## src/rtl/mips_perf_pkg.sv

```systemverilog
// Shared types and counter index map for the MIPS-Lite performance monitor.
package mips_perf_pkg;

    typedef enum logic [2:0] {
        ARITH  = 3'd0,
        LOGIC  = 3'd1,
        MEM    = 3'd2,
        BRANCH = 3'd3,
        HALT   = 3'd4
    } instr_class_e;

    typedef enum logic [1:0] {
        IDLE = 2'd0,
        RUN  = 2'd1,
        DONE = 2'd2
    } perf_state_e;

    localparam int IDX_TOTAL   = 0;
    localparam int IDX_ARITH   = 1;
    localparam int IDX_LOGIC   = 2;
    localparam int IDX_MEM     = 3;
    localparam int IDX_CTRL    = 4;
    localparam int IDX_TAKEN   = 5;
    localparam int IDX_CYCLES  = 6;
    localparam int IDX_STALL   = 7;
    localparam int IDX_HAZARDS = 8;
    localparam int NUM_CNT     = 9;

endpackage

```

## src/rtl/mips_perf_monitor_if.sv

```systemverilog
// Event/read bus between the pipeline core (master) and the perf monitor (slave).
interface mips_perf_if #(
    parameter int CNT_W = 32
);
    logic             start;
    logic             clear;
    logic             retire_valid;
    logic [2:0]       retire_class;
    logic             branch_taken;
    logic             stall;
    logic             hazard_start;
    logic [3:0]       rd_addr;
    logic [CNT_W-1:0] rd_data;
    logic             done;

    modport master (
        output start, clear, retire_valid, retire_class, branch_taken,
               stall, hazard_start, rd_addr,
        input  rd_data, done
    );

    modport slave (
        input  start, clear, retire_valid, retire_class, branch_taken,
               stall, hazard_start, rd_addr,
        output rd_data, done
    );
endinterface

```

## src/rtl/perf_counter.sv

```systemverilog
// One event counter; wraps by default, saturates when MIPS_PERF_SATURATE_EN is defined.
module perf_counter #(
    parameter int CNT_W = 32
) (
    input  logic             clock,
    input  logic             reset_n,
    input  logic             clr_i,
    input  logic             en_i,
    input  logic             inc_i,
    output logic [CNT_W-1:0] cnt_o
);
    logic [CNT_W-1:0] cnt_q, cnt_d;
    logic             at_max;

`ifdef MIPS_PERF_SATURATE_EN
    assign at_max = &cnt_q;
`else
    assign at_max = 1'b0;
`endif

    always_comb begin
        cnt_d = cnt_q;
        if (clr_i)
            cnt_d = '0;
        else if (en_i && inc_i && !at_max)
            cnt_d = cnt_q + CNT_W'(1);
    end

    always_ff @(posedge clock or negedge reset_n) begin
        if (!reset_n) cnt_q <= '0;
        else          cnt_q <= cnt_d;
    end

    assign cnt_o = cnt_q;
endmodule

```

## src/rtl/mips_perf_monitor.sv

```systemverilog
// Perf monitor top: IDLE/RUN/DONE FSM, event decode, counter array and registered read port.
// Overflow mode selected by MIPS_PERF_SATURATE_EN (see perf_counter).
module mips_perf_monitor
    import mips_perf_pkg::*;
#(
    parameter int CNT_W = 32
) (
    input logic        clock,
    input logic        reset_n,
    mips_perf_if.slave bus
);
    perf_state_e state_q, state_d;
    logic        cnt_en, done;
    logic [NUM_CNT-1:0]            inc;
    logic [NUM_CNT-1:0][CNT_W-1:0] cnt;
    logic [CNT_W-1:0]              rd_data_q, rd_data_d;

    always_ff @(posedge clock or negedge reset_n) begin
        if (!reset_n) state_q <= IDLE;
        else          state_q <= state_d;
    end

    // clear dominates every transition, including a same-cycle start
    always_comb begin
        state_d = state_q;
        if (bus.clear) begin
            state_d = IDLE;
        end else begin
            case (state_q)
                IDLE:    if (bus.start) state_d = RUN;
                RUN:     if (bus.retire_valid && bus.retire_class == HALT) state_d = DONE;
                DONE:    state_d = DONE;
                default: state_d = IDLE;
            endcase
        end
    end

    always_comb begin
        cnt_en = (state_q == RUN);
        done   = (state_q == DONE);
    end

    always_comb begin
        inc             = '0;
        inc[IDX_CYCLES] = 1'b1;
        inc[IDX_STALL]  = bus.stall;
        inc[IDX_HAZARDS] = bus.hazard_start;
        if (bus.retire_valid) begin
            inc[IDX_TOTAL] = 1'b1;
            case (bus.retire_class)
                ARITH:  inc[IDX_ARITH] = 1'b1;
                LOGIC:  inc[IDX_LOGIC] = 1'b1;
                MEM:    inc[IDX_MEM]   = 1'b1;
                BRANCH: begin
                    inc[IDX_CTRL]  = 1'b1;
                    inc[IDX_TAKEN] = bus.branch_taken;
                end
                HALT:   inc[IDX_CTRL] = 1'b1;
                default: ;
            endcase
        end
    end

    for (genvar g = 0; g < NUM_CNT; g++) begin : g_cnt
        perf_counter #(.CNT_W(CNT_W)) u_cnt (
            .clock   (clock),
            .reset_n (reset_n),
            .clr_i   (bus.clear),
            .en_i    (cnt_en),
            .inc_i   (inc[g]),
            .cnt_o   (cnt[g])
        );
    end

    always_comb begin
        rd_data_d = '0;
        if (int'(bus.rd_addr) < NUM_CNT)
            rd_data_d = cnt[bus.rd_addr];
    end

    always_ff @(posedge clock or negedge reset_n) begin
        if (!reset_n) rd_data_q <= '0;
        else          rd_data_q <= rd_data_d;
    end

    assign bus.rd_data = rd_data_q;
    assign bus.done    = done;
endmodule

```

## src/flat_wrapper.sv

```systemverilog
// flat-port wrapper written by rule: the top's interface ports become plain ports
module mips_perf_monitor_flat import mips_perf_pkg::*;
#(
    parameter int CNT_W = 32
)
  (clock, reset_n, bus_start, bus_clear, bus_retire_valid, bus_retire_class, bus_branch_taken, bus_stall, bus_hazard_start, bus_rd_addr, bus_rd_data, bus_done);
  mips_perf_if #(.CNT_W(CNT_W)) bus_i ();
  input logic clock;
  input logic reset_n;
  input wire logic [$bits(bus_i.start)-1:0] bus_start;
  input wire logic [$bits(bus_i.clear)-1:0] bus_clear;
  input wire logic [$bits(bus_i.retire_valid)-1:0] bus_retire_valid;
  input wire logic [$bits(bus_i.retire_class)-1:0] bus_retire_class;
  input wire logic [$bits(bus_i.branch_taken)-1:0] bus_branch_taken;
  input wire logic [$bits(bus_i.stall)-1:0] bus_stall;
  input wire logic [$bits(bus_i.hazard_start)-1:0] bus_hazard_start;
  input wire logic [$bits(bus_i.rd_addr)-1:0] bus_rd_addr;
  output wire logic [$bits(bus_i.rd_data)-1:0] bus_rd_data;
  output wire logic [$bits(bus_i.done)-1:0] bus_done;
  assign bus_i.start = bus_start;
  assign bus_i.clear = bus_clear;
  assign bus_i.retire_valid = bus_retire_valid;
  assign bus_i.retire_class = bus_retire_class;
  assign bus_i.branch_taken = bus_branch_taken;
  assign bus_i.stall = bus_stall;
  assign bus_i.hazard_start = bus_hazard_start;
  assign bus_i.rd_addr = bus_rd_addr;
  assign bus_rd_data = bus_i.rd_data;
  assign bus_done = bus_i.done;
  mips_perf_monitor #(.CNT_W(CNT_W)) u_core (.clock(clock), .reset_n(reset_n), .bus(bus_i));
endmodule
```

## config.mk

```make
export PLATFORM = sky130hd
export DESIGN_NAME = mips_perf_monitor_flat
export DESIGN_NICKNAME = d
export VERILOG_FILES = /design/src/rtl/mips_perf_pkg.sv /design/src/rtl/mips_perf_monitor_if.sv /design/src/rtl/perf_counter.sv /design/src/rtl/mips_perf_monitor.sv /design/src/flat_wrapper.sv
export SDC_FILE = /design/constraint.sdc
export NUM_CORES = 1
export LEC_CHECK = 0
export ABC_AREA = 1
export CAP_MARGIN = 20
export CELL_PAD_IN_SITES_DETAIL_PLACEMENT = 0
export CELL_PAD_IN_SITES_GLOBAL_PLACEMENT = 2
export CORE_MARGIN = 4
export CORE_UTILIZATION = 36
export CTS_BUF_LIST = sky130_fd_sc_hd__clkbuf_16
export CTS_CLUSTER_SIZE = 8
export DETAILED_ROUTE_END_ITERATION = 8
export PLACE_DENSITY = 0.92
export SLEW_MARGIN = 20
export SYNTH_ARGS = -nofsm -noshare
export SYNTH_HDL_FRONTEND = slang
export SYNTH_HIERARCHICAL = 1
export SYNTH_SLANG_ARGS = --single-unit
```

## constraint.sdc

```tcl
create_clock -name clock -period 2.2 [get_ports clock]
set_input_delay 0.33 -clock clock [delete_from_list [all_inputs] [get_ports clock]]
set_output_delay 0.33 -clock clock [all_outputs]
set_load 0.05 [all_outputs]
```

==> flow_summary.json, run 1 <==
{
  "status": "finished, final reports clean",
  "power.combinational.fraction": 0.100,
  "cts_setup_buffers": 0,
  "synth-simple-area-share": 0.477,
  "ys_warn_count": 6,
  "crit_slowest_cell": "clkdlybuf4s50_1",
  "vias": 21400,
  "nFillCells": 6453,
  "final-max-slew-violation-count": 0,
  "cts_tree": "yes",
  "cp-end-kind": "primary output",
  "critPathArrivalTime_ns": 1.82,
  "yosysTopAreaCell": "dfrtp_1",
  "grt_pass1_wl_um": 119000,
  "max_freq_ghz": 0.465,
  "overflow": 0,
  "clock_sinks": 322,
  "clock_path_buffers": 3,
  "slew_headroom": 0.657,
  "ir_worst_vdd_mv": 0.459,
  "hold_violations": 0,
  "syn_avg_cell_area_sq_um": 6.56,
  "stdcell_area_sq_um": 24800,
  "num_rows": 89,
  "post_synth_xor_area_fraction": 0,
  "clkTransAtPathRegs_ns": 0.05,
  "ys_seq_elements": 322,
  "skew_ns": 0.0253,
  "synth_mux_area_frac": 0,
  "wl_per_cell_um": 18.3,
  "initial_core_util": 0.366,
  "drt_first_iter_violations": 1847,
  "io_pins": 48,
  "nets": 3443,
  "rsz0062_at_grt": "false",
  "p_leak_nw": 10.5,
  "cp-start-kind": "flip-flop",
  "coreArea_sq_um": 59500,
  "finalWirelength_um": 76700,
  "detail_route.vias_per_cell": 5.09,
  "drcViolationCount": 0,
  "drtPass1Iterations": 6,
  "cts_inserted_buffers": 47,
  "cts_root_buf": "clkbuf_16",
  "die_h_um": 254,
  "critical_path.cell_chain": "clkdlybuf4s50_1",
  "die_x_um": 254,
  "path_buf_inv": 1,
  "grt_max_degree": 80,
  "p_sw_frac": 0.273,
  "cp_max_fo": 1,
  "syn-num-nets": 3350,
  "power_frac_clock": 0.465,
  "synthAdderAreaFrac": 0.00689,
  "cp.required_ns": 1.87,
  "cp_top_family": "buffers and inverters",
  "htree_levels": 2,
  "p_seq_frac": 0.435,
  "post-route-util": 0.417,
  "worst_pin_slew_ns": 0.513,
  "drv_cap": 0,
  "port_buffers": 47,
  "synthCells": 3323,
  "dieArea_sq_um": 64500,
  "synth_top_cell_area_share": 0.370,
  "ys_types": 30,
  "place.gp.congestion": 0.930,
  "grt_antenna_before_repair": 2,
  "synth_top_family_by_area": "simple AND/OR/NAND/NOR gates",
  "slowest_delay_ns": 0.84,
  "intPower_w": 0.0101,
  "finalCritPeriodShare": 0.978,
  "dpl.hpwl_um": 59100,
  "netSwitchingPower_w": 0.00380,
  "syn_area_sq_um": 21800,
  "first_global_vias": 20300,
  "syn_to_final_growth_pct": 13.8,
  "worstHoldPathType": "primary input to async pin",
  "finalCriticalPeriod_ns": 2.15,
  "critPathKind": "flip-flop to primary output",
  "ys_top_cells_by_area": "dfrtp_1, nand2_1, nor2_1",
  "p_total_w": 0.0139,
  "setup_viol": 0,
  "dpl_cell_area_sq_um": 23600,
  "fin_hold_ws_ns": 0.174,
  "grt.total_usage": 0.237,
  "antenna_left": 0,
  "power_density_nw_per_um2": 561,
  "clk_latency_ns": 0.58,
  "synth_compound_area_frac": 0.0700,
  "drive_gt1_frac": 0.112,
  "ys_seq_area_frac": 0.370
}
[power by group through the flow]
stage / Clock [W] / Combinational, W / Sequential [W]
finish: 0.00647 / 0.00139 / 0.00605
global placement: 0 / 0.00139 / 0.00615
CTS: 0.00668 / 0.00139 / 0.00605
detailed placement: 0 / 0.00139 / 0.00614
global route: 0.00690 / 0.00150 / 0.00605
floorplan: 0 / 0.000647 / 0.00623
[cell families after synthesis]
logic type               after synthesis
AND/OR/NAND/NOR                     2288
buffers and inverters                402
AO/OA/AOI/OAI                        298
other                                  1
adder cells (fa/ha/maj)               12
flip-flops                           322
[flip-flops by register name, indices dropped and copies added (netlist names)]
| signal | flops |
|---|---|
| u_core/bus.rd_data | 32 |
| u_core/g_cnt.u_cnt/cnt_o | 288 |
| u_core/state_q | 2 |
[synth_stat cells]
library cell and count:
a211oi_1 9, a21oi_1 163, a31oi_1 9, and2_1 18, and3_1 9, buf_1 3
buf_2 51, buf_4 19, clkbuf_1 9, clkbuf_8 1, conb_1 1, dfrtp_1 322
ha_1 12, inv_1 314, inv_2 4, inv_4 1, nand2_1 1012, nand2_2 85
nand2_4 1, nand3_1 383, nand3_2 29, nand3b_1 18, nand4_1 56, nor2_1 515
nor2_2 76, nor2_4 56, nor3_1 29, o21ai_0 108, o21ai_1 9, or2_0 1
[final timing paths]
kind                                                                  start                                          end  slack [ns]  cells past startpoint
worst max-delay path                       u_core/bus.rd_data[31]$_DFF_PN0_                              bus_rd_data[31]        0.05                      1
worst min-delay path                                                reset_n  u_core/g_cnt[0].u_cnt/cnt_o[26]$_DFFE_PN0P_        0.17                      2
worst max register to register                u_core/state_q[1]$_DFFE_PN0P_  u_core/g_cnt[8].u_cnt/cnt_o[11]$_DFFE_PN0P_        0.19                     10
worst min register to register  u_core/g_cnt[6].u_cnt/cnt_o[16]$_DFFE_PN0P_  u_core/g_cnt[6].u_cnt/cnt_o[16]$_DFFE_PN0P_        0.51                      1
max in group asynchronous                                           reset_n  u_core/g_cnt[4].u_cnt/cnt_o[30]$_DFFE_PN0P_        1.29                      3
min in group clock                                                bus_start                u_core/state_q[0]$_DFFE_PN0P_        0.38                      3
[placed cells by master (no fill, tap or decap), drive strengths merged]
cell / netlist / final
clkinv: 0 / 5
nand2: 1098 / 1098
dlygate4sd2: 0 / 3
a31oi: 9 / 9
a21oi: 163 / 163
clkbuf: 10 / 47
dlygate4sd3: 0 / 1
ha: 12 / 12
nand3: 412 / 412
inv: 319 / 324
diode: 0 / 1
clkdlybuf4s50: 0 / 39
and3: 9 / 9
and2: 18 / 18
o21ai: 117 / 117
buf: 73 / 82
dlymetal6s2s: 0 / 2
nor3: 29 / 29
nand3b: 18 / 18
conb: 1 / 1
or2: 1 / 1
dfrtp: 322 / 322
nand4: 56 / 56
nor2: 647 / 647
a211oi: 9 / 9
[metrics by stage]
stage,worst slack [ns],TNS [ns],cells
global route,0.00128,0,4197
floorplan,0.411,0,3323
finish,0.0487,0,4198
global placement,-0.298,-12.52,4139
detailed placement,-0.266,-12.18,4139
CTS,0.00424,0,4197
[routing by layer]
metal | up-vias | GRT usage | wire (um)
li1 | 10800 | - | -
met5 | - | 0 | 0
met1 | 9960 | 0.332 | 35300
met3 | 110 | 0.0346 | 3990
met2 | 517 | 0.383 | 35000
met4 | 0 | 0.0693 | 2510
[area by class of cell]
type | count | area (sq um) | share of cell area
clock buffers | 47 | 1180 | 0.0474
repair buffers | 127 | 1270 | 0.0513
inverters | 319 | 1200 | 0.0485
diodes | 1 | 2.50 | 0.000101
well taps | 773 | 967 | 0.0390
multi-input cells | 2599 | 12100 | 0.487
clock inverters | 10 | 42.5 | 0.00172
flip-flops and latches | 322 | 8060 | 0.325
[repair_timing]
| item | 4_1_cts | 5_1_grt |
|---|---|---|
| hold endpoints to repair | 322 | 0 |
| hold buffers | 1 | 0 |
| endpoints found under the setup margin | 3 | 2 |
| resized for setup | 3 | 2 |
Power figures use the tool's default switching activity.
==> inputs of run 2 (changes only) <==
--- a/config.mk
+++ b/config.mk
@@ -14,6 +14,7 @@
 export CTS_BUF_LIST = sky130_fd_sc_hd__clkbuf_16
 export CTS_CLUSTER_SIZE = 8
 export DETAILED_ROUTE_END_ITERATION = 8
+export GPL_ROUTABILITY_DRIVEN = 0
 export PLACE_DENSITY = 0.92
 export SLEW_MARGIN = 20
 export SYNTH_ARGS = -nofsm -noshare
==> run 2 against run 1 <==
Clock power about the same. Fmax shrank 1.8%. Non-clock buffer count grew 5. Power hardly changed. Worst setup slack worse by 0.039 ns. Count of clock-buffer cells in the layout did not move. Cell area hardly changed. Critical path depth unchanged. First-iteration DRC count up 7.7%. Die area stayed put. Wire length shrank 0.46%.
==> flow_summary.json, run 2 (synthesis results as in run 1) <==
{
  "clock_path_buffers": 3,
  "mostFrequentLayoutCells": "nand2_1, nor2_1, nand3_1",
  "dpl.hpwl_um": 59100,
  "first_global_vias": 20200,
  "drive_gt1_frac": 0.113,
  "cp-start-kind": "flip-flop",
  "wl_per_cell_um": 18.2,
  "fin_hold_ws_ns": 0.250,
  "largest_reg_flops": 288,
  "p_leak_nw": 10.5,
  "cts_setup_buffers": 0,
  "crit_slowest_cell": "clkdlybuf4s50_1",
  "cp.required_ns": 1.87,
  "grt_antenna_before_repair": 3,
  "syn_to_final_growth_pct": 13.9,
  "slowest_delay_ns": 0.84,
  "dieArea_sq_um": 64500,
  "place_inst": 4144,
  "setup_viol": 0,
  "final-max-slew-violation-count": 0,
  "slew_headroom": 0.646,
  "clock_sinks": 322,
  "cp-end-kind": "primary output",
  "nFillCells": 6452,
  "power_density_nw_per_um2": 560,
  "met1Wirelength_um": 35100,
  "path_buf_inv": 1,
  "cts_root_buf": "clkbuf_16",
  "grt.total_usage": 0.236,
  "grt_max_degree": 67,
  "seqCellArea_sq_um": 8060,
  "finalWirelength_um": 76400,
  "htree_levels": 2,
  "worstHoldPathType": "primary input to async pin",
  "clkTransAtPathRegs_ns": 0.05,
  "skew_ns": 0.0172,
  "cp_max_fo": 1,
  "critical_path.cell_chain": "clkdlybuf4s50_1",
  "num_rows": 89,
  "wl_met2_um": 34900,
  "multi_input_area_sq_um": 12100,
  "top_layer": "met4",
  "critPathKind": "flip-flop to primary output",
  "io_pins": 48,
  "die_h_um": 254,
  "final_common_cell": "nand2_1",
  "finalCriticalPeriod_ns": 2.19,
  "die_x_um": 254,
  "drt_first_iter_violations": 1989,
  "detail_route.vias_per_cell": 5.08,
  "initial_core_util": 0.366,
  "n_antenna_cell": 0,
  "port_buffers": 47,
  "vias": 21300,
  "drtPass1Iterations": 5,
  "coreArea_sq_um": 59500,
  "antenna_left": 0,
  "ir_worst_vdd_mv": 0.468,
  "worst_pin_slew_ns": 0.530,
  "status": "finished, final reports clean",
  "cts_tree": "yes",
  "finalCritPeriodShare": 0.995,
  "drcViolationCount": 0,
  "max_freq_ghz": 0.457,
  "layout.cells.non_filler": 4204,
  "hold_violations": 0,
  "post-route-util": 0.417,
  "drv_cap": 0,
  "dr_wl_met3_um": 3960,
  "critPathArrivalTime_ns": 1.86,
  "overflow": 0,
  "grt_pass1_wl_um": 119000,
  "cp_top_family": "buffers and inverters",
  "rsz0062_at_grt": "false",
  "cts_inserted_buffers": 47,
  "nets": 3448,
  "clk_latency_ns": 0.58
}
-- run 2: cell types whose count changed in the layout (fill, tap and decap cells not counted) --
cell,previous run,this run
buf_12,16,14
buf_4,64,71
clkdlybuf4s50_1,39,40
clkinv_1,5,1
clkinv_2,0,1
diode_2,1,0
dlygate4sd2_1,3,2
inv_1,318,323
-- run 2: through the flow --
stage | setup slack [ns] | total power (W) | TNS, ns | area (sq um)
after detailed placement | -0.241 | 0.00754 | -13.44 | 23600
after global routing | 0.000985 | 0.0145 | 0 | 24800
after floorplan | 0.411 | 0.00688 | 0 | 21800
after global placement | -0.281 | 0.00753 | -14.61 | 23600
after CTS | 0.00150 | 0.0141 | 0 | 24800
final | 0.0101 | 0.0139 | 0 | 24800
-- run 2: area by class of cell --
cell class | count | area share
inverter | 319 | 0.0485
timing repair buffer | 132 | 0.0518
clock buffer | 47 | 0.0474
sequential | 322 | 0.325
tap | 773 | 0.0390
clock inverter | 12 | 0.00207
multi-input combinational | 2599 | 0.487
-- run 2: worst paths after layout --
path / slack [ns] / start / to / depth (start not counted)
setup / recovery: 0.01 / u_core/bus.rd_data[14]$_DFF_PN0_ / bus_rd_data[14] / 1
hold / removal: 0.25 / reset_n / u_core/g_cnt[0].u_cnt/cnt_o[26]$_DFFE_PN0P_ / 2
setup reg to reg: 0.24 / u_core/state_q[1]$_DFFE_PN0P_ / u_core/g_cnt[8].u_cnt/cnt_o[11]$_DFFE_PN0P_ / 10
hold reg to reg: 0.52 / u_core/state_q[0]$_DFFE_PN0P_ / u_core/state_q[0]$_DFFE_PN0P_ / 2
max in group asynchronous: 1.22 / reset_n / u_core/g_cnt[4].u_cnt/cnt_o[29]$_DFFE_PN0P_ / 3
min in group clock: 0.38 / bus_start / u_core/state_q[0]$_DFFE_PN0P_ / 3
-- run 2: worst reg2reg max path, stage by stage, from the launching register on --
cell and delay (ns):
dfrtp_1 0.39, inv_1 0.08, ha_1 0.19, buf_12 0.19, nand2_2 0.20, inv_1 0.18, nand2_2 0.10, nor2_2 0.17
nand2_1 0.12, o21ai_0 0.17, a21oi_1 0.06
-- run 2: layer usage --
layer / vias up / global-route usage
li1: 10800 / -
met4: 0 / 0.0732
met1: 9871 / 0.330
met5: - / 0
met2: 540 / 0.383
met3: 120 / 0.0323
-- run 2: where the power goes --
part	switching (W)	internal (W)	total, W
sequential	0.0000554	0.00599	0.00605
combinational	0.00101	0.000374	0.00138
clock	0.00273	0.00375	0.00647
-- run 2: repair_timing --
action                     in CTS  in global routing
gates cloned                    0                  0
hold buffers                    1                  0
setup endpoints to repair       2                  2
resized for setup               2                  2
hold endpoints to repair       33                  0
==> inputs of run 3 (changes only) <==
--- a/config.mk
+++ b/config.mk
@@ -9,7 +9,6 @@
 export CAP_MARGIN = 20
 export CELL_PAD_IN_SITES_DETAIL_PLACEMENT = 0
 export CELL_PAD_IN_SITES_GLOBAL_PLACEMENT = 2
-export CORE_MARGIN = 4
 export CORE_UTILIZATION = 36
 export CTS_BUF_LIST = sky130_fd_sc_hd__clkbuf_16
 export CTS_CLUSTER_SIZE = 8
==> run 3 against run 2 <==
First-iteration DRC count shrank 14%. Fmax up 2.1%. Combinational power barely moved. Register-to-register slack worse by 0.06 ns. Largest power group unchanged. Cell area is 0.12% higher.
==> flow_summary.json, run 3 (synthesis results as in run 1) <==
{
  "max_freq_ghz": 0.466,
  "overflow": 0,
  "use_met2": 0.414,
  "largest_reg_flops": 288,
  "final-max-slew-violation-count": 0,
  "clk_latency_ns": 0.59,
  "drv_cap": 0,
  "worstHoldPathType": "primary input to async pin",
  "grt_antenna_before_repair": 0,
  "n_antenna_cell": 0,
  "crit_slowest_cell": "clkdlybuf4s50_1",
  "port_buffers": 47,
  "detail_route.vias_per_cell": 5.12,
  "place_inst": 4138,
  "cp.required_ns": 1.87,
  "initial_core_util": 0.367,
  "hold_violations": 0,
  "worst_pin_slew_ns": 0.569,
  "cp-end-kind": "primary output",
  "critPathKind": "flip-flop to primary output",
  "finalWirelength_um": 77300,
  "cp_max_fo": 1,
  "met3_usage": 0.0452,
  "path_buf_inv": 1,
  "clock_path_buffers": 3,
  "critical_path.cell_chain": "clkdlybuf4s50_1",
  "nets": 3442,
  "grt.total_usage": 0.254,
  "power_density_nw_per_um2": 566,
  "io_pins": 48,
  "busiest_layer": "met2",
  "first_global_vias": 20500,
  "final_common_cell": "nand2_1",
  "cp-start-kind": "flip-flop",
  "drcViolationCount": 0,
  "die_h_um": 248,
  "cts_inserted_buffers": 47,
  "timing.setup.tns_ns": 0,
  "grt_max_degree": 64,
  "finalCriticalPeriod_ns": 2.14,
  "syn_to_final_growth_pct": 14.0,
  "clock_sinks": 322,
  "vias": 21500,
  "gr-usage-met1": 0.331,
  "drive_gt1_frac": 0.112,
  "cts_root_buf": "clkbuf_16",
  "cp_top_family": "buffers and inverters",
  "nFillCells": 6348,
  "finalCritPeriodShare": 0.975,
  "mostFrequentLayoutCells": "nand2_1, nor2_1, nand3_1",
  "drt_first_iter_violations": 1707,
  "num_rows": 89,
  "antenna_left": 0,
  "skew_ns": 0.0364,
  "ir_worst_vdd_mv": 0.450,
  "drtPass1Iterations": 5,
  "layout.cells.non_filler": 4200,
  "slew_headroom": 0.621,
  "dpl.hpwl_um": 59500,
  "status": "finished, final reports clean",
  "critPathArrivalTime_ns": 1.81,
  "wl_per_cell_um": 18.4,
  "cts_setup_buffers": 0,
  "cts_tree": "yes",
  "setup_viol": 0,
  "rsz0062_at_grt": "false",
  "grt_pass1_wl_um": 119000,
  "htree_levels": 2,
  "coreArea_sq_um": 59400,
  "dieArea_sq_um": 61500,
  "p_leak_nw": 10.5,
  "clkTransAtPathRegs_ns": 0.06,
  "slowest_delay_ns": 0.83,
  "die_x_um": 248
}
-- run 3: cell count changes in the layout (fill, tap and decap cells not counted), sizes merged --
cell and change:
buf -6, inv -1, clkbuf +1, clkinv +2
-- run 3: layer usage --
layer / part of all wire / wire length (um) / vias to the layer above
li1: - / - / 10800
met1: 0.44 / 34000 / 10000
met2: 0.46 / 35800 / 535
met3: 0.059 / 4530 / 139
met4: 0.039 / 3010 / 0
met5: 0 / 0 / -
-- run 3: report_power, final --
| part | switching [W] | leakage, nW | total, W | internal [W] |
|---|---|---|---|---|
| sequential | 0.0000501 | 4.48 | 0.00604 | 0.00599 |
| clock | 0.00277 | 0.650 | 0.00660 | 0.00383 |
| combinational | 0.00104 | 5.37 | 0.00141 | 0.000375 |
-- run 3: worst paths after layout --
kind	slack [ns]	to	from	cells past startpoint
min in group clock	0.36	u_core/bus.rd_data[31]$_DFF_PN0_	bus_rd_addr[1]	7
max reg2reg	0.18	u_core/g_cnt[0].u_cnt/cnt_o[19]$_DFFE_PN0P_	u_core/state_q[1]$_DFFE_PN0P_	12
min reg2reg	0.51	u_core/state_q[1]$_DFFE_PN0P_	u_core/state_q[1]$_DFFE_PN0P_	2
max in group asynchronous	1.13	u_core/g_cnt[5].u_cnt/cnt_o[12]$_DFFE_PN0P_	reset_n	3
max	0.06	bus_rd_data[2]	u_core/bus.rd_data[2]$_DFF_PN0_	1
min	0.31	u_core/g_cnt[0].u_cnt/cnt_o[2]$_DFFE_PN0P_	reset_n	2
-- run 3: final cells by class --
type / instances / area, sq um / share of cell area
clock buffer: 48 / 1200 / 0.0483
clock inverter: 13 / 66.3 / 0.00267
inverter: 319 / 1200 / 0.0484
multi-input combinational: 2599 / 12100 / 0.486
sequential: 322 / 8060 / 0.324
tap: 773 / 967 / 0.0389
timing repair buffer: 126 / 1270 / 0.0510
-- run 3: timing repair --
| item | in CTS | in global routing |
|---|---|---|
| hold buffers | 1 | 0 |
| pin swaps | 0 | 0 |
| gates cloned | 0 | 0 |
| setup endpoints to repair | 2 | 4 |
| resized for setup | 2 | 4 |
| hold endpoints to repair | 44 | 0 |
-- run 3: stage by stage --
stage	instance area, sq um	utilization	hold WS, ns	setup WS [ns]	total power (W)
2_1_floorplan	21800	-	0.0344	0.411	0.00688
3_3_place_gp	23600	0.397	0.333	-0.162	0.00754
3_5_place_dp	23600	0.397	0.333	-0.222	0.00755
4_1_cts	24800	0.418	0.322	0.00562	0.0142
5_1_grt	24800	0.419	0.353	0.0317	0.0146
6_report	24800	0.419	0.313	0.0558	0.0141
